--- config.mk ---
export PLATFORM = sky130hd
export DESIGN_NAME = sync_fifo_flags
export DESIGN_NICKNAME = d
export VERILOG_FILES = /design/src/rtl/fifo_pkg.sv /design/src/rtl/fifo_mem_2p.sv /design/src/rtl/sync_fifo_flags.sv
export SDC_FILE = /design/constraint.sdc
export NUM_CORES = 1
export LEC_CHECK = 0
export ABC_AREA = 1
export CORE_MARGIN = 5
export CORE_UTILIZATION = 65
export DETAILED_ROUTE_END_ITERATION = 12
export PLACE_DENSITY = 0.85
export SLEW_MARGIN = 20
export SYNTH_ARGS = -nofsm -noshare
export SYNTH_HDL_FRONTEND = slang
export SYNTH_HIERARCHICAL = 1
export SYNTH_SLANG_ARGS = --single-unit
export TNS_END_PERCENT = 10
--- constraint.sdc ---
create_clock -name clk -period 3.93 [get_ports clk]
set_clock_uncertainty 0.1 [all_clocks]
set_input_delay 0.5895 -clock clk [delete_from_list [all_inputs] [get_ports clk]]
set_output_delay 0.5895 -clock clk [all_outputs]
set_load 0.02 [all_outputs]
--- src/rtl/fifo_pkg.sv ---
// Shared constants and helpers for the single-clock FIFO family.
package fifo_pkg;

  localparam int unsigned FIFO_MODE_STD  = 0;
  localparam int unsigned FIFO_MODE_FWFT = 1;

  // Smallest n with 2**n >= value; used to cross-check pointer width against depth.
  function automatic int unsigned clog2(input int unsigned value);
    int unsigned result;
    result = 0;
    while ((64'd1 << result) < 64'(value)) begin
      result = result + 1;
    end
    return result;
  endfunction

endpackage

--- src/rtl/fifo_mem_2p.sv ---
// FIFO storage: one synchronous write port, one asynchronous read port, no reset.
module fifo_mem_2p #(
  parameter int unsigned DATA_WIDTH = 8,
  parameter int unsigned DEPTH      = 16,
  parameter int unsigned PTR_SIZE   = 4
) (
  input  logic                  clk,
  input  logic                  write_en,
  input  logic [PTR_SIZE-1:0]   write_addr,
  input  logic [DATA_WIDTH-1:0] write_data,
  input  logic [PTR_SIZE-1:0]   read_addr,
  output logic [DATA_WIDTH-1:0] read_data
);

  logic [DATA_WIDTH-1:0] mem_q [DEPTH];

  always_ff @(posedge clk) begin
    if (write_en) begin
      mem_q[write_addr] <= write_data;
    end
  end

  assign read_data = mem_q[read_addr];

endmodule

--- src/rtl/sync_fifo_flags.sv ---
// Single-clock FIFO with standard/FWFT read modes, threshold flags, fill level,
// synchronous flush and sticky overflow/underflow flags.
module sync_fifo_flags
  import fifo_pkg::*;
#(
  parameter int unsigned DATA_WIDTH = 8,
  parameter int unsigned DEPTH      = 16,
  parameter int unsigned PTR_SIZE   = 4,
  parameter int unsigned FWFT       = 0,
  parameter int unsigned AF_THRESH  = 14,
  parameter int unsigned AE_THRESH  = 2
) (
  input  logic                  clk,
  input  logic                  reset,
  input  logic                  write_en,
  input  logic [DATA_WIDTH-1:0] data_in,
  input  logic                  read_en,
  output logic [DATA_WIDTH-1:0] data_out,
  output logic                  data_valid,
  input  logic                  flush,
  input  logic                  clear_err,
  output logic                  empty,
  output logic                  full,
  output logic                  almost_full,
  output logic                  almost_empty,
  output logic [PTR_SIZE:0]     level,
  output logic                  overflow,
  output logic                  underflow
);

  if (DEPTH < 2 || (DEPTH & (DEPTH - 1)) != 0) begin : g_bad_depth
    $error("sync_fifo_flags: DEPTH must be a power of two >= 2");
  end
  if (PTR_SIZE != clog2(DEPTH)) begin : g_bad_ptr
    $error("sync_fifo_flags: PTR_SIZE must equal clog2(DEPTH)");
  end
  if (AF_THRESH < 1 || AF_THRESH > DEPTH) begin : g_bad_af
    $error("sync_fifo_flags: AF_THRESH out of range");
  end
  if (AE_THRESH > DEPTH - 1) begin : g_bad_ae
    $error("sync_fifo_flags: AE_THRESH out of range");
  end
  if (FWFT != FIFO_MODE_STD && FWFT != FIFO_MODE_FWFT) begin : g_bad_mode
    $error("sync_fifo_flags: FWFT must be 0 or 1");
  end

  localparam logic [PTR_SIZE:0] LvlDepth = (PTR_SIZE + 1)'(DEPTH);
  localparam logic [PTR_SIZE:0] LvlAf    = (PTR_SIZE + 1)'(AF_THRESH);
  localparam logic [PTR_SIZE:0] LvlAe    = (PTR_SIZE + 1)'(AE_THRESH);

  logic [PTR_SIZE-1:0]   wr_ptr_q, wr_ptr_d;
  logic [PTR_SIZE-1:0]   rd_ptr_q, rd_ptr_d;
  logic [PTR_SIZE:0]     level_q, level_d;
  logic                  overflow_q, overflow_d;
  logic                  underflow_q, underflow_d;
  logic                  rd_acc, wr_acc;
  logic [DATA_WIDTH-1:0] rd_data;

  assign empty        = (level_q == '0);
  assign full         = (level_q == LvlDepth);
  assign almost_full  = (level_q >= LvlAf);
  assign almost_empty = (level_q <= LvlAe);
  assign level        = level_q;
  assign overflow     = overflow_q;
  assign underflow    = underflow_q;

  always_comb begin
    // Flush swallows both requests, so neither can raise an error flag.
    rd_acc      = read_en && !empty && !flush;
    wr_acc      = write_en && (!full || rd_acc) && !flush;
    wr_ptr_d    = wr_ptr_q;
    rd_ptr_d    = rd_ptr_q;
    level_d     = level_q;
    overflow_d  = (write_en && full && !rd_acc && !flush) || (overflow_q && !clear_err);
    underflow_d = (read_en && empty && !flush) || (underflow_q && !clear_err);
    if (flush) begin
      wr_ptr_d = '0;
      rd_ptr_d = '0;
      level_d  = '0;
    end else begin
      if (wr_acc) wr_ptr_d = wr_ptr_q + 1'b1;
      if (rd_acc) rd_ptr_d = rd_ptr_q + 1'b1;
      if (wr_acc && !rd_acc) begin
        level_d = level_q + 1'b1;
      end else if (rd_acc && !wr_acc) begin
        level_d = level_q - 1'b1;
      end
    end
  end

  always_ff @(posedge clk or posedge reset) begin
    if (reset) begin
      wr_ptr_q    <= '0;
      rd_ptr_q    <= '0;
      level_q     <= '0;
      overflow_q  <= 1'b0;
      underflow_q <= 1'b0;
    end else begin
      wr_ptr_q    <= wr_ptr_d;
      rd_ptr_q    <= rd_ptr_d;
      level_q     <= level_d;
      overflow_q  <= overflow_d;
      underflow_q <= underflow_d;
    end
  end

  fifo_mem_2p #(
    .DATA_WIDTH(DATA_WIDTH),
    .DEPTH     (DEPTH),
    .PTR_SIZE  (PTR_SIZE)
  ) u_mem (
    .clk       (clk),
    .write_en  (wr_acc),
    .write_addr(wr_ptr_q),
    .write_data(data_in),
    .read_addr (rd_ptr_q),
    .read_data (rd_data)
  );

  if (FWFT == FIFO_MODE_FWFT) begin : g_fwft
    assign data_out   = rd_data;
    assign data_valid = !empty;
  end else begin : g_std
    logic [DATA_WIDTH-1:0] data_out_q;
    logic                  data_valid_q;

    always_ff @(posedge clk or posedge reset) begin
      if (reset) begin
        data_out_q   <= '0;
        data_valid_q <= 1'b0;
      end else begin
        data_valid_q <= rd_acc;
        if (rd_acc) data_out_q <= rd_data;
      end
    end

    assign data_out   = data_out_q;
    assign data_valid = data_valid_q;
  end

endmodule
---- Yosys cells after proc, flatten, opt, wreduce, memory -nomap -nowiden ----
Memories as Yosys holds them, arrays and structs flattened. A register that Yosys moved wholly into a read port is not among the register bits.
Cells that the tools add are included.
storage, ports and cells
  memories kept ........................... 1
  input bits .............................. 14
  latch bits .............................. 0
  output and inout bits ................... 20
  logic and storage cells ................. 49
  bits in writable memories ............... 128
  memory bits (read-only) ................. 0
  register bits after elaboration ......... 16
memory list
  memory       depth  bits a word  read ports  clocked after memory_dff  wr ports  line               source
  u_mem.mem_q  16     8            1           1                         1         fifo_mem_2p.sv:15  logic [DATA_WIDTH-1:0] mem_q [DEPTH];
cells by class
  $lt $le $gt $ge ......................... 2
  reduce and logical (&&, ||, !) cells .... 26
  bitwise operators ....................... 0
  shift operators ......................... 0
  multiplexer cells ....................... 9
  multiply operators ...................... 0
  div/mod/pow operators ................... 0
  add/subtract/negate cells ............... 4
  equal/unequal tests ..................... 1
operators with widths
  kind                                                                count
  two-way mux 4 bit                                                   4
  two-way mux 5 bit                                                   3
  logical AND 1 bit                                                   13
  adder 4 x 1 -> 4 bit (second input constant)                        2
  logical NOT 1 bit                                                   6
  adder 5 x 1 -> 5 bit (second input constant)                        1
  equality test 5 bit (second input constant)                         1
  greater-or-equal comparator 5 x 4 -> 1 bit (second input constant)  1
  <= comparator 5 x 2 -> 1 bit (second input constant)                1
  logical NOT 5 bit                                                   1
  subtractor 5 x 1 -> 5 bit (second input constant)                   1
  nonzero test 2 bit                                                  2
  logical OR 1 bit                                                    3
  nonzero test 3 bit                                                  1
  two-way mux 1 bit                                                   2

---- Longest topological paths before layout ----
  depth after elaboration ................. 12
  gate-level depth with buffers ........... 15
  depth with buffers taken out ............ 15

---- Cells and area by module ----
The synthesis kept the hierarchy.
by module, submodules not included
  module           instances  seq. area each (um^2)  area an instance (um^2)  cells each
  fifo_mem_2p      1          3843.7                 5606.6                   543
  sync_fifo_flags  1          600.6                  1302.5                   152

---- Worst setup path before layout ----
OpenSTA, ideal clock, no wires.
  kind .................................... register to output
  start point ............................. register level_q[0] (netlist: level[0])
  end point ............................... output almost_empty
  stages on the path, launching flop included .. 2
  path slack .............................. 1.543 ns
  arrival ................................. 1.698 ns
  path through ............................ dfrtp_1 a2111oi_0
on the way
  cells in the longest elaborated chain, start to end .. 1
ends and longest elaborated chain
  element                       line                    source
  start, declared               sync_fifo_flags.sv:53   logic [PTR_SIZE:0] level_q, level_d;
  start signal, assigned        sync_fifo_flags.sv:101  level_q <= level_d;
  <= comparator 5 x 2 -> 1 bit  sync_fifo_flags.sv:62   assign almost_empty = (level_q <= LvlAe);
  end, declared                 sync_fifo_flags.sv:25   output logic almost_empty,
No other way between the ends.

---- Worst setup path in the final report ----
Ends and elaborated chain as after synthesis.

==> impl_metrics.toml <==
[status]
outcome = "completed"

[synth]
ys_seq_area_frac = 0.643
netlist_area_um2 = 6910
synth_top_area_cell = "edfxtp_1"
synth-warning-count = 6
synth_fa_ha_area_frac = 0.0138
netlist.area_leader.share = 0.556
syn_inst = 695
syn-num-nets = 716
synth_top_family_by_area = "simple AND/OR/NAND/NOR gates"
yosys.cell_types.count = 30
synthXorXnorAreaFrac = 0.00380
muxShareOfSynthArea = 0
synth.ff_latch_count = 152
ys_top_cells_by_area = "edfxtp_1 (56%), nand2_1 (12%), dfrtp_1 (8.7%)"
syn-mean-instance-area_um2 = 9.94
synth-compound-area-share = 0.0136
synth-simple-area-share = 0.236

[finish]
multi_input_area_um2 = 1840
diodes = 0
design_area_um2 = 7810
drive_above_1_share = 0.0666
fill_cells = 682
final_util = 0.753
seq_area_um2 = 4450
final_cells = 872
fin_nets = 744
area_growth_pct = 13.0

[hold_path]
min_path_type = "in2async"

[global_route]
grt_max_degree = 69
grt_pass1_vias = 4953
grt_pass1_wl_mm = 26.1
overflow = 0
track_usage = 0.271
antenna_found_initial = 0

[worst_setup_path]
critPathCaptureType = "primary output"
crit_start = "level[0]$_DFFE_PP0P_"
critical_path_required_ns = 3.24
cp_slowest_cell = "clkdlybuf4s50_1"
crit_chain = "a2111oi_0 > clkdlybuf4s50_1"
reg2reg_depth = 6
cp-endpoint = "almost_empty"
startpoint_type = "flip-flop"
cp_top_family = "buffers and inverters"
timing.critical_path.buf_inv = 1
path_class = "reg2out"
r2r_setup_slack_ns = 1.37
slowest_delay_ns = 0.71
critPathMaxFanout = 7
crit_cells = 2
cp.arrival_ns = 2.27
r2r_start = "level[1]$_DFFE_PP0P_"
worstReg2RegEnd = "u_mem/mem_q[13][4]$_DFFE_PP_"

[placement]
numPortBuffers = 33
preCtsSetupSlack_ns = 0.706
finalWeightedCongestion = 0.915
place_area_um2 = 7250
placed_cells = 840
place_hpwl_mm = 10.0

[power_and_ir_drop]
switchingPower_mw = 1.99
p_int_mw = 3.28
clkPwrFrac = 0.293
power.share.switching = 0.378
comb_power_share = 0.331
leakagePower_nw = 3.40
ir_drop_mv = 0.645
p_total_mw = 5.27
p_seq_frac = 0.376
p_per_area_nw_per_um2 = 675

[sta]
finalHoldViolCount = 0
drv_slew = 0
rsz0062_at_grt = "no"
setup_violations = 0
worstMarginPinSlew_ns = 1.07
relSlewSlack = 0.288
clock.fmax_mhz = 338
fin_crit_ns = 2.96
min_period_over_period = 0.752
fin_setup_tns_ns = 0
fin_ws_ns = 0.974
hold_slack_ns = 0.354

[route]
vias = 5116
wirelength_mm = 16.4
postRouteAntennaNets = 0
wl_per_cell_um = 18.9
first_pass_iters = 6
drt_iter0_drc = 686
drc_errors = 0
vias_per_cell = 5.87

[die]
die_area_um2 = 12800
initial_core_util = 0.666
die_width_um = 113
core_um2 = 10400
fp-row-count = 37
ios = 34
die_y_um = 113

[clocking]
cts_tree = "yes"
cts_root_buffer = "clkbuf_8"
path_clk_slew_ns = 0.07
clock_latency_ns = 0.53
ctsLongestPathBuffers = 2
cts_buffers = 17
cts_sinks = 152
cts_resized = 0
post-cts-setup-buffers = 0
cts_hold_buffers = 0
htree_levels = 4

[job]
maxCapViolations = 0
## synth_stat cells
cell	number
buf_1	1
nor2_2	4
nand3b_1	2
nand4_1	2
nand2_8	1
edfxtp_1	128
fa_1	1
o31ai_1	1
buf_2	14
nor2_1	24
a21oi_4	1
nand2_4	1
o21ai_0	3
a2111oi_0	1
o22ai_1	2
buf_6	6
inv_2	3
inv_4	1
nor3_1	2
xor2_1	2
a21oi_1	5
nand2_1	225
inv_1	113
nand3_1	113
buf_4	5
ha_1	6
nand3_4	2
xnor2_1	1
dfrtp_1	24
o21ai_2	1
## sequential cells by signal, indices dropped and copies added, names as in the netlist
signal,flops
u_mem/mem_q,128
level,5
underflow,1
data_out,8
overflow,1
wr_ptr_q,4
rd_ptr_q,4
data_valid,1
## layout by cell type (no fill, tap or decap), types with 3 or more instances in the layout
cell type	count
a21oi_1	5
clkbuf_16	17
clkdlybuf4s50_1	33
dfrtp_1	23
edfxtp_1	128
ha_1	6
inv_1	112
inv_2	3
inv_6	5
inv_8	4
nand2_1	225
nand3_1	113
nor2_1	24
nor2_2	4
o21ai_0	3
## worst min-delay path by stage
stage | start | endpoint | slack (ns) | cells after the start
2_1_floorplan | rd_ptr_q[2]$_DFFE_PP0P_ | rd_ptr_q[2]$_DFFE_PP0P_ | 0.35 | 1
3_3_place_gp | data_out[7]$_DFFE_PP0P_ | data_out[7]$_DFFE_PP0P_ | 0.37 | 2
3_5_place_dp | data_out[0]$_DFFE_PP0P_ | data_out[0]$_DFFE_PP0P_ | 0.36 | 2
4_1_cts | data_out[0]$_DFFE_PP0P_ | data_out[0]$_DFFE_PP0P_ | 0.38 | 2
5_1_grt | data_out[5]$_DFFE_PP0P_ | data_out[5]$_DFFE_PP0P_ | 0.41 | 2
6_report | reset | data_out[3]$_DFFE_PP0P_ | 0.35 | 2
## per-layer routing
metal | GRT usage | wire length (µm) | vias up
met3 | 0.0567 | 1710 | 68
met2 | 0.421 | 7760 | 351
met5 | 0 | 0 | -
li1 | - | - | 2305
met1 | 0.371 | 6330 | 2392
met4 | 0.124 | 653 | 0
## power groups by stage
| stage | logic [mW] | clock network (mW) | registers (mW) |
|---|---|---|---|
| finish | 1.75 | 1.54 | 1.98 |
| global route | 1.89 | 1.64 | 2.00 |
| CTS | 1.71 | 1.56 | 1.98 |
| detailed placement | 1.69 | 0 | 2.01 |
| global placement | 1.64 | 0 | 2.01 |
| floorplan | 1.11 | 0 | 2.08 |
## cells by family after synthesis
| kind of cell | after synthesis |
|---|---|
| buf+inv | 143 |
| compound gates | 14 |
| xor+xnor | 3 |
| flops | 152 |
| simple gates | 376 |
| fa+ha+maj | 7 |
## worst register-to-register path, stage by stage, from the launching register on
cell	delay, ns
dfrtp_1	0.50
nor2_2	0.12
nand3_1	0.20
nor2_2	0.08
nor2_2	0.33
nand3_1	0.27
nor2_1	0.60
## cell type report
type                       instances  area share
inverter                         117      0.0566
sequential                       152       0.569
multi-input combinational        400       0.236
timing repair buffer              35      0.0442
clock inverter                    14      0.0159
clock buffer                      18      0.0562
tap                              136      0.0218
(Power assumes the default switching activity.)
